`config.mk`:
```
export PLATFORM = sky130hd
export DESIGN_NAME = simple_phase_sequencer
export DESIGN_NICKNAME = d
export VERILOG_FILES = /design/src/rtl/simple_phase_sequencer.sv
export SDC_FILE = /design/constraint.sdc
export NUM_CORES = 1
export LEC_CHECK = 0
export CORE_MARGIN = 2
export CORE_UTILIZATION = 35
export DETAILED_ROUTE_END_ITERATION = 8
export PLACE_DENSITY_LB_ADDON = 0.12
export SYNTH_ARGS = -nofsm -noshare
export SYNTH_HDL_FRONTEND = slang
export SYNTH_SLANG_ARGS = --single-unit
export TNS_END_PERCENT = 50
```
`constraint.sdc`:
```
create_clock -name clk -period 1.7 [get_ports clk]
set_clock_uncertainty 0.05 [all_clocks]
set_input_delay 0.17 -clock clk [delete_from_list [all_inputs] [get_ports clk]]
set_output_delay 0.17 -clock clk [all_outputs]
set_load 0.02 [all_outputs]
```
`src/rtl/simple_phase_sequencer.sv`:
```
// Multi-cycle phase sequencer for the 16-bit SIMPLE datapath: run/stop/halt control,
// memory-ready stalls and per-phase control enables decoded from the instruction.
//
// phase | meaning
// 0     | idle, waiting for an exec edge
// 1     | P1 fetch (mem read, IR load on ready)
// 2     | P2 operand register load
// 3     | P3 ALU / address compute
// 4     | P4 memory access or output port
// 5     | P5 write-back and PC update
module simple_phase_sequencer #(
    parameter int WORD_W        = 16,
    parameter bit USE_MEM_READY = 1'b1,
    parameter bit RESET_RUNNING = 1'b0
) (
    input  logic              clk,
    input  logic              rst,
    input  logic              exec,
    input  logic              step_mode,
    input  logic              mem_ready,
    input  logic [WORD_W-1:0] instruction,
    input  logic              S,
    input  logic              Z,
    input  logic              C,
    input  logic              V,
    output logic [2:0]        phase,
    output logic              running,
    output logic              halted,
    output logic              ir_e,
    output logic              ar_e,
    output logic              br_e,
    output logic              dr_e,
    output logic              mdr_e,
    output logic              flag_e,
    output logic              pc_e,
    output logic              out_e,
    output logic              mem_e,
    output logic              mem_w,
    output logic              genr_w,
    output logic [3:0]        alu_op,
    output logic              a_sel_pc,
    output logic              b_sel_imm,
    output logic              pc_sel_branch,
    output logic [1:0]        wb_sel,
    output logic              illegal
);

    localparam logic [2:0] PH_IDLE = 3'd0;
    localparam logic [2:0] PH_P1   = 3'd1;
    localparam logic [2:0] PH_P2   = 3'd2;
    localparam logic [2:0] PH_P3   = 3'd3;
    localparam logic [2:0] PH_P4   = 3'd4;
    localparam logic [2:0] PH_P5   = 3'd5;

    logic [2:0] phase_q, phase_d;
    logic       running_q, running_d;
    logic       halted_q, halted_d;
    logic       stop_req_q, stop_req_d;
    logic       exec_q, exec_d;

    logic [15:0] word;
    logic [1:0]  op;
    logic [2:0]  ra, rb;
    logic [3:0]  op3;
    logic        mem_rdy, exec_edge;
    logic        is_ld, is_st, is_li, is_b, is_bcc, is_alu, is_ill;
    logic        is_hlt, is_out, is_in, is_cmp, is_shift, is_mem;
    logic        cond_true;
    logic        unused_bits;

    assign word      = instruction[WORD_W-1 -: 16];
    assign op        = word[15:14];
    assign ra        = word[13:11];
    assign rb        = word[10:8];
    assign op3       = word[7:4];
    assign mem_rdy   = USE_MEM_READY ? mem_ready : 1'b1;
    assign exec_edge = exec & ~exec_q;

    assign is_ill   = (op == 2'b11 && (op3 == 4'b0111 || op3 == 4'b1110)) ||
                      (op == 2'b10 && !(ra == 3'b000 || ra == 3'b100 || ra == 3'b111)) ||
                      (op == 2'b10 && ra == 3'b111 && rb[2]);
    assign is_ld    = (op == 2'b00);
    assign is_st    = (op == 2'b01);
    assign is_li    = (op == 2'b10) && (ra == 3'b000);
    assign is_b     = (op == 2'b10) && (ra == 3'b100);
    assign is_bcc   = (op == 2'b10) && (ra == 3'b111) && !rb[2];
    assign is_alu   = (op == 2'b11) && !is_ill;
    assign is_hlt   = is_alu && (op3 == 4'b1111);
    assign is_out   = is_alu && (op3 == 4'b1101);
    assign is_in    = is_alu && (op3 == 4'b1100);
    assign is_cmp   = is_alu && (op3 == 4'b0101);
    assign is_shift = is_alu && (op3[3:2] == 2'b10);
    assign is_mem   = is_ld | is_st;

    assign unused_bits = ^{C, instruction};

    always_comb begin
        case (rb[1:0])
            2'b00:   cond_true = Z;
            2'b01:   cond_true = S ^ V;
            2'b10:   cond_true = Z | (S ^ V);
            default: cond_true = ~Z;
        endcase
    end

    always_ff @(posedge clk) begin
        if (rst) begin
            phase_q    <= PH_IDLE;
            running_q  <= RESET_RUNNING;
            halted_q   <= 1'b0;
            stop_req_q <= 1'b0;
            exec_q     <= 1'b0;
        end else begin
            phase_q    <= phase_d;
            running_q  <= running_d;
            halted_q   <= halted_d;
            stop_req_q <= stop_req_d;
            exec_q     <= exec_d;
        end
    end

    always_comb begin
        phase_d    = phase_q;
        running_d  = running_q;
        halted_d   = halted_q;
        stop_req_d = stop_req_q;
        exec_d     = exec;
        case (phase_q)
            PH_IDLE: begin
                if (exec_edge || running_q) begin
                    phase_d    = PH_P1;
                    running_d  = 1'b1;
                    halted_d   = 1'b0;
                    stop_req_d = step_mode;
                end
            end
            PH_P1: begin
                stop_req_d = stop_req_q | exec_edge;
                if (mem_rdy) phase_d = PH_P2;
            end
            PH_P2: begin
                stop_req_d = stop_req_q | exec_edge;
                phase_d    = PH_P3;
            end
            PH_P3: begin
                stop_req_d = stop_req_q | exec_edge;
                phase_d    = PH_P4;
            end
            PH_P4: begin
                stop_req_d = stop_req_q | exec_edge;
                if (!is_mem || mem_rdy) phase_d = PH_P5;
            end
            PH_P5: begin
                // An edge landing on a stopping P5 is swallowed; only a later edge restarts.
                if (stop_req_q || is_hlt) begin
                    phase_d    = PH_IDLE;
                    running_d  = 1'b0;
                    halted_d   = is_hlt;
                    stop_req_d = 1'b0;
                end else begin
                    phase_d    = PH_P1;
                    stop_req_d = step_mode | exec_edge;
                end
            end
            default: begin
                phase_d    = PH_IDLE;
                running_d  = 1'b0;
                stop_req_d = 1'b0;
            end
        endcase
    end

    always_comb begin
        ir_e = 1'b0; ar_e = 1'b0; br_e = 1'b0; dr_e = 1'b0; mdr_e = 1'b0;
        flag_e = 1'b0; pc_e = 1'b0; out_e = 1'b0; mem_e = 1'b0; mem_w = 1'b0;
        genr_w = 1'b0; alu_op = 4'b0000; a_sel_pc = 1'b0; b_sel_imm = 1'b0;
        pc_sel_branch = 1'b0; wb_sel = 2'b00; illegal = 1'b0;
        if (!rst) begin
            case (phase_q)
                PH_P1: begin
                    mem_e = 1'b1;
                    ir_e  = mem_rdy;
                end
                PH_P2: begin
                    ar_e = !is_hlt && !is_ill;
                    br_e = !is_hlt && !is_ill;
                end
                PH_P3: begin
                    dr_e      = (is_alu && !is_hlt && !is_out) || is_mem || is_b || is_bcc;
                    alu_op    = is_alu ? op3 : 4'b0000;
                    b_sel_imm = is_shift || is_mem || is_b || is_bcc;
                    a_sel_pc  = is_b || is_bcc;
                    flag_e    = is_alu && (op3 <= 4'b1011);
                end
                PH_P4: begin
                    mem_e = is_mem;
                    mem_w = is_st;
                    mdr_e = is_ld && mem_rdy;
                    out_e = is_out;
                end
                PH_P5: begin
                    pc_e          = 1'b1;
                    pc_sel_branch = is_b || (is_bcc && cond_true);
                    genr_w        = (is_alu && !is_cmp && !is_out && !is_hlt) || is_ld || is_li;
                    if (is_in)      wb_sel = 2'b10;
                    else if (is_ld) wb_sel = 2'b01;
                    else if (is_li) wb_sel = 2'b11;
                    else            wb_sel = 2'b00;
                    illegal       = is_ill;
                end
                default: ;
            endcase
        end
    end

    assign phase   = phase_q;
    assign running = running_q;
    assign halted  = halted_q;

endmodule

```
---- Word level (Yosys, flattened, before mapping) ----
Cells that the tools add are included.
Widths: inputs -> output; s select.
word-level totals
  bits in registers ....................... 7
  bits of input ports ..................... 25
  output and inout bits ................... 26
cells by class
  magnitude comparators ................... 1
  eq/ne operators ......................... 23
  mux-type cells .......................... 51
  bitwise operators ....................... 9
  reduce and logical (&&, ||, !) cells .... 56
operators by type and width
  operator            number
  $mux 1              34
  $logic_and 1x1->1   22
  $logic_or 1x1->1    18
  $pmux 3 s6          1
  $eq 4x4->1 const B  4
  $eq 3x3->1 const B  4
  $mux 4              3
  $mux 2              5
  $mux 3              3
  $pmux 1 s3          3
  $reduce_and 3->1    3
  $eq 2x2->1 const B  4
  $eq 4x3->1 const B  2
  $ne 2x2->1 const B  4
  $logic_not 1->1     7
  $eq 3x2->1 const B  2
  $logic_not 3->1     2
  $eq 2x1->1 const B  2
  $le 4x4->1 const B  1
  $logic_not 2->1     2
  $or 1x1->1          4
  $pmux 1 s2          2
  $reduce_or 4->1     1
  $eq 3x1->1 const B  1
  4 further kinds     6

---- Depth between registers and ports, before layout ----
  depth in word-level cells ............... 18
  mapped depth ............................ 6
  mapped depth without buffers ............ 5

---- Least setup slack after synthesis ----
Ideal clock, no wire load.
  path kind ............................... register to output
  start point ............................. reg phase_q[2], in the netlist phase[2]
  end point ............................... out br_e
  data arrival time ....................... 2.014 ns
  slack ................................... -0.534 ns
  cell stages (with the launch flop) ...... 5
  buffers on the path ..................... 2
  cells stage by stage .................... dfxtp_1 buf_2 or2_2 nor4b_1 buf_4
between the ends
  word-level cells in the longest chain between the ends .. 3
ends and longest elaborated chain
  element                   line  text
  start: declaration        55    logic [2:0] phase_q, phase_d;
  start signal: assignment  114   phase_q <= phase_d;
  $eq 3x2->1                n/a
  $mux 1 (2 in a row)       n/a
  end: declaration          31    output logic br_e,
Every way passes these cells.

---- Worst setup path in the final report ----
  start point ............................. in instruction[12]
  end point ............................... out b_sel_imm
between the ends
  word-level cells in the longest chain between the ends .. 15
  elaborated cells between the ends (all ways) .. 21
ends and longest elaborated chain
  element                                        line    text
  start: declaration                             21      input logic [WORD_W-1:0] instruction,
  $eq 3x3->1 or $logic_not 3->1 (tied branches)  80, 85
  $logic_or 1x1->1 (2 in a row)                  80      (op == 2'b10 && !(ra == 3'b000 || ra == 3'b100 || ra == 3'b111)) ||
  $logic_not 1->1                                80
  $logic_and 1x1->1                              80
  $logic_or 1x1->1                               79      assign is_ill = (op == 2'b11 && (op3 == 4'b0111 || op3 == 4'b1110)) ||
  $logic_or 1x1->1                               80
  $logic_not 1->1                                87      assign is_alu = (op == 2'b11) && !is_ill;
  $logic_and 1x1->1                              87
  $logic_and 1x1->1                              92      assign is_shift = is_alu && (op3[3:2] == 2'b10);
  $logic_or 1x1->1 (2 in a row)                  191     b_sel_imm = is_shift || is_mem || is_b || is_bcc;
  $logic_or 1x1->1 (*)                           191
  $mux 1 (*)                                     179     case (phase_q)
  $mux 1 (*)                                     178     if (!rst) begin
  end: declaration                               42      output logic b_sel_imm,
Mark *: on every way between the ends. The rest lies on a longest branch, timed or not.

==> qor.yml <==
outcome: "finished, violations left"
violations: "negative setup slack"
intPower_uw: 439
power.density_mw_per_mm2: 441
syn_avg_cell_area_um2: 7.22
dp_hpwl_mm: 1.99
synthFlopType: "dfxtp_1"
maxSlewHeadroom_pct: 71.9
antennaDiodeCount: 0
synth-edff-count: 0
multi_input_area_um2: 673
synth-async-reset-ratio_pct: 0
power_frac_comb_pct: 48.0
drt_pre_antenna_iters: 4
clk_path_buf_depth: 2
sw_frac_of_total_pct: 34.3
cp_max_fo: 3
final_cells: 202
clk_pin_slew_ns: 0.05
overflow: 0
wl_met2_mm: 1.48
worst_slew_pin_slew_ns: 0.418
cts.sinks: 7
synthesis.nets: 128
highest-signal-layer: "met4"
setup_ws_ns: -0.0595
clock_latency_ns: 0.25
numCtsBuffers: 3
grt_pass1_wl_mm: 4.20
tns_ns: -0.105
fillers: 147
critPathSlowestCell: "o21ai_0"
synth_area_um2: 743
totalWireLength_mm: 2.81
die_w_um: 50.1
drt-met1-wl_mm: 1.15
cp_cell_sequence: "dlygate4sd2_1 > and3b_2 > o21ai_0 > a21oi_2 > a31o_2 > buf_6"
cts_hold_buffers: 0
place_inst: 197
vias_per_cell: 5.29
ir_worst_vdd_v: 0.000479
synth_top_area_share_pct: 18.9
die_y_um: 50.1
cts.htree.levels: 1
pwr-share-seq_pct: 29.6
final_cell_mix: "buf_4, clkdlybuf4s50_1, nor2_1, dlygate4sd2_1"
cts_tree: "yes"
crit_path_end_kind: "output pin"
grtUsageTotal_pct: 21.4
power_uw: 668
rsz0062_at_grt: "true"
drc: 0
core_area_mm2: 0.00198
core.rowCount: 16
gp_congestion: 0.785
maxSlewViolCount: 0
portBuffers: 45
final.min_clock_period_ns: 1.76
crit_arrival_ns: 1.54
cts_root_buf: "clkbuf_4"
setup_viol: 5
utilization_pct: 76.4
dieArea_mm2: 0.00251
layout-drive-gt1-share_pct: 44.6
yosysWarningCount: 0
p_sw_uw: 229
io_pins: 51
ys_ff_latch: 7
antenna_found_initial: 0
finalHoldViolCount: 0
ys_seq_area_share_pct: 18.9
clkPwrFrac_pct: 22.4
syn_inst: 103
fmax_mhz: 568
drv_cap: 0
syn2layout_area_growth_pct: 104
cp.required_ns: 1.48
postRouteAntennaNets: 0
initial_core_util_pct: 37.5
worst_setup_path_start_kind: "primary input"
drtIter0Drc: 18
grt_max_degree: 10
vias: 1069
routedWlPerCell_um: 13.9
synthTopCellsByArea: "dfxtp_1, nor2_1, a21oi_1"
hold_class: "in2reg"
period_share_pct: 104
yosys.area.top_type: "dfxtp_1"
synthDistinctLibCells: 45
seqCellArea_um2: 144
wl_met3_um: 116
grt_pass1_vias: 970
final_common_cell: "buf_4"
final_nets: 201
cpPeakStageDelay_ns: 0.36
critPathKind: "in2out"
p_leak_nw: 0.687
-- kinds of logic after synthesis --
group / Yosys count / share of synthesized area (%)
and+or+nand+nor: 54 / 45.5
DFF: 7 / 18.9
buffers and inverters: 9 / 6.56
xor gates and xnor gates: 2 / 2.36
AOI/OAI and AO/OA: 31 / 26.8
-- area by class of cell --
type	instances	area share [%]
multi-input combinational	87	44.5
timing repair buffer	74	41.3
sequential	7	9.50
tap	27	2.23
clock buffer	4	1.74
inverter	3	0.744
-- sequential cells by signal, summed over array words and instances, names as in the netlist --
name,cells
running,1
phase,3
halted,1
stop_req_q,1
exec_q,1
-- timing repair --
item	4_1_cts	5_1_grt
resized for setup	106	31
buffers inserted	0	1
endpoints found under the setup margin	22	20
pin swaps	4	8
-- per-layer routing --
metal,global-route usage [%],up-vias
met1,24.3,495
met2,39.3,36
met3,1.52,9
met4,11.1,0
met5,0,-
li1,-,529
-- through the flow --
| step | cell area (µm²) | worst slack [ns] | hold WS [ns] |
|---|---|---|---|
| global placement | 1420 | -0.592 | 0.454 |
| detailed placement | 1420 | -0.631 | 0.476 |
| global route | 1510 | -0.119 | 0.293 |
| finish | 1510 | -0.0595 | 0.289 |
| CTS | 1470 | -0.165 | 0.445 |
| floorplan | 764 | -0.0913 | 0.189 |
-- power groups by stage --
stage | Combinational [mW] | Clock [mW] | Sequential (mW)
6_report | 0.321 | 0.150 | 0.198
5_1_grt | 0.342 | 0.171 | 0.199
4_1_cts | 0.305 | 0.157 | 0.195
3_5_place_dp | 0.299 | 0 | 0.198
3_3_place_gp | 0.292 | 0 | 0.197
2_1_floorplan | 0.124 | 0 | 0.210
-- synth_stat cells (2+ instances only) --
cell type and n:
nor2b_1 2, inv_1 3, nand2_1 4, nor2_1 10
nor3b_1 3, a21oi_1 7, nor3_1 2, and3b_1 2
and2b_1 2, or3_1 2, dfxtp_1 7, buf_2 3
nor4b_1 2, nor4_1 2, and3_1 4, nand3b_1 4
a21o_1 3, o211ai_1 2, and2_1 4, o21ai_0 7
xor2_1 2, nand3_1 3
-- critical path, delay by kind of cell --
family / cells / cell delay [ns]
simple gates: 1 / 0.25
compound gates: 3 / 0.73
buf+inv: 2 / 0.39
-- worst paths after layout --
| kind | startpoint | end | slack, ns | cells after the start |
|---|---|---|---|---|
| worst min-delay path | rst | phase[2] | 0.29 | 3 |
| worst min register to register | halted | halted | 0.47 | 2 |
| worst max register to register | phase[1] | stop_req_q | 0.16 | 5 |
| worst max-delay path | instruction[12] | b_sel_imm | -0.06 | 6 |
Power figures use the tool's default switching activity.
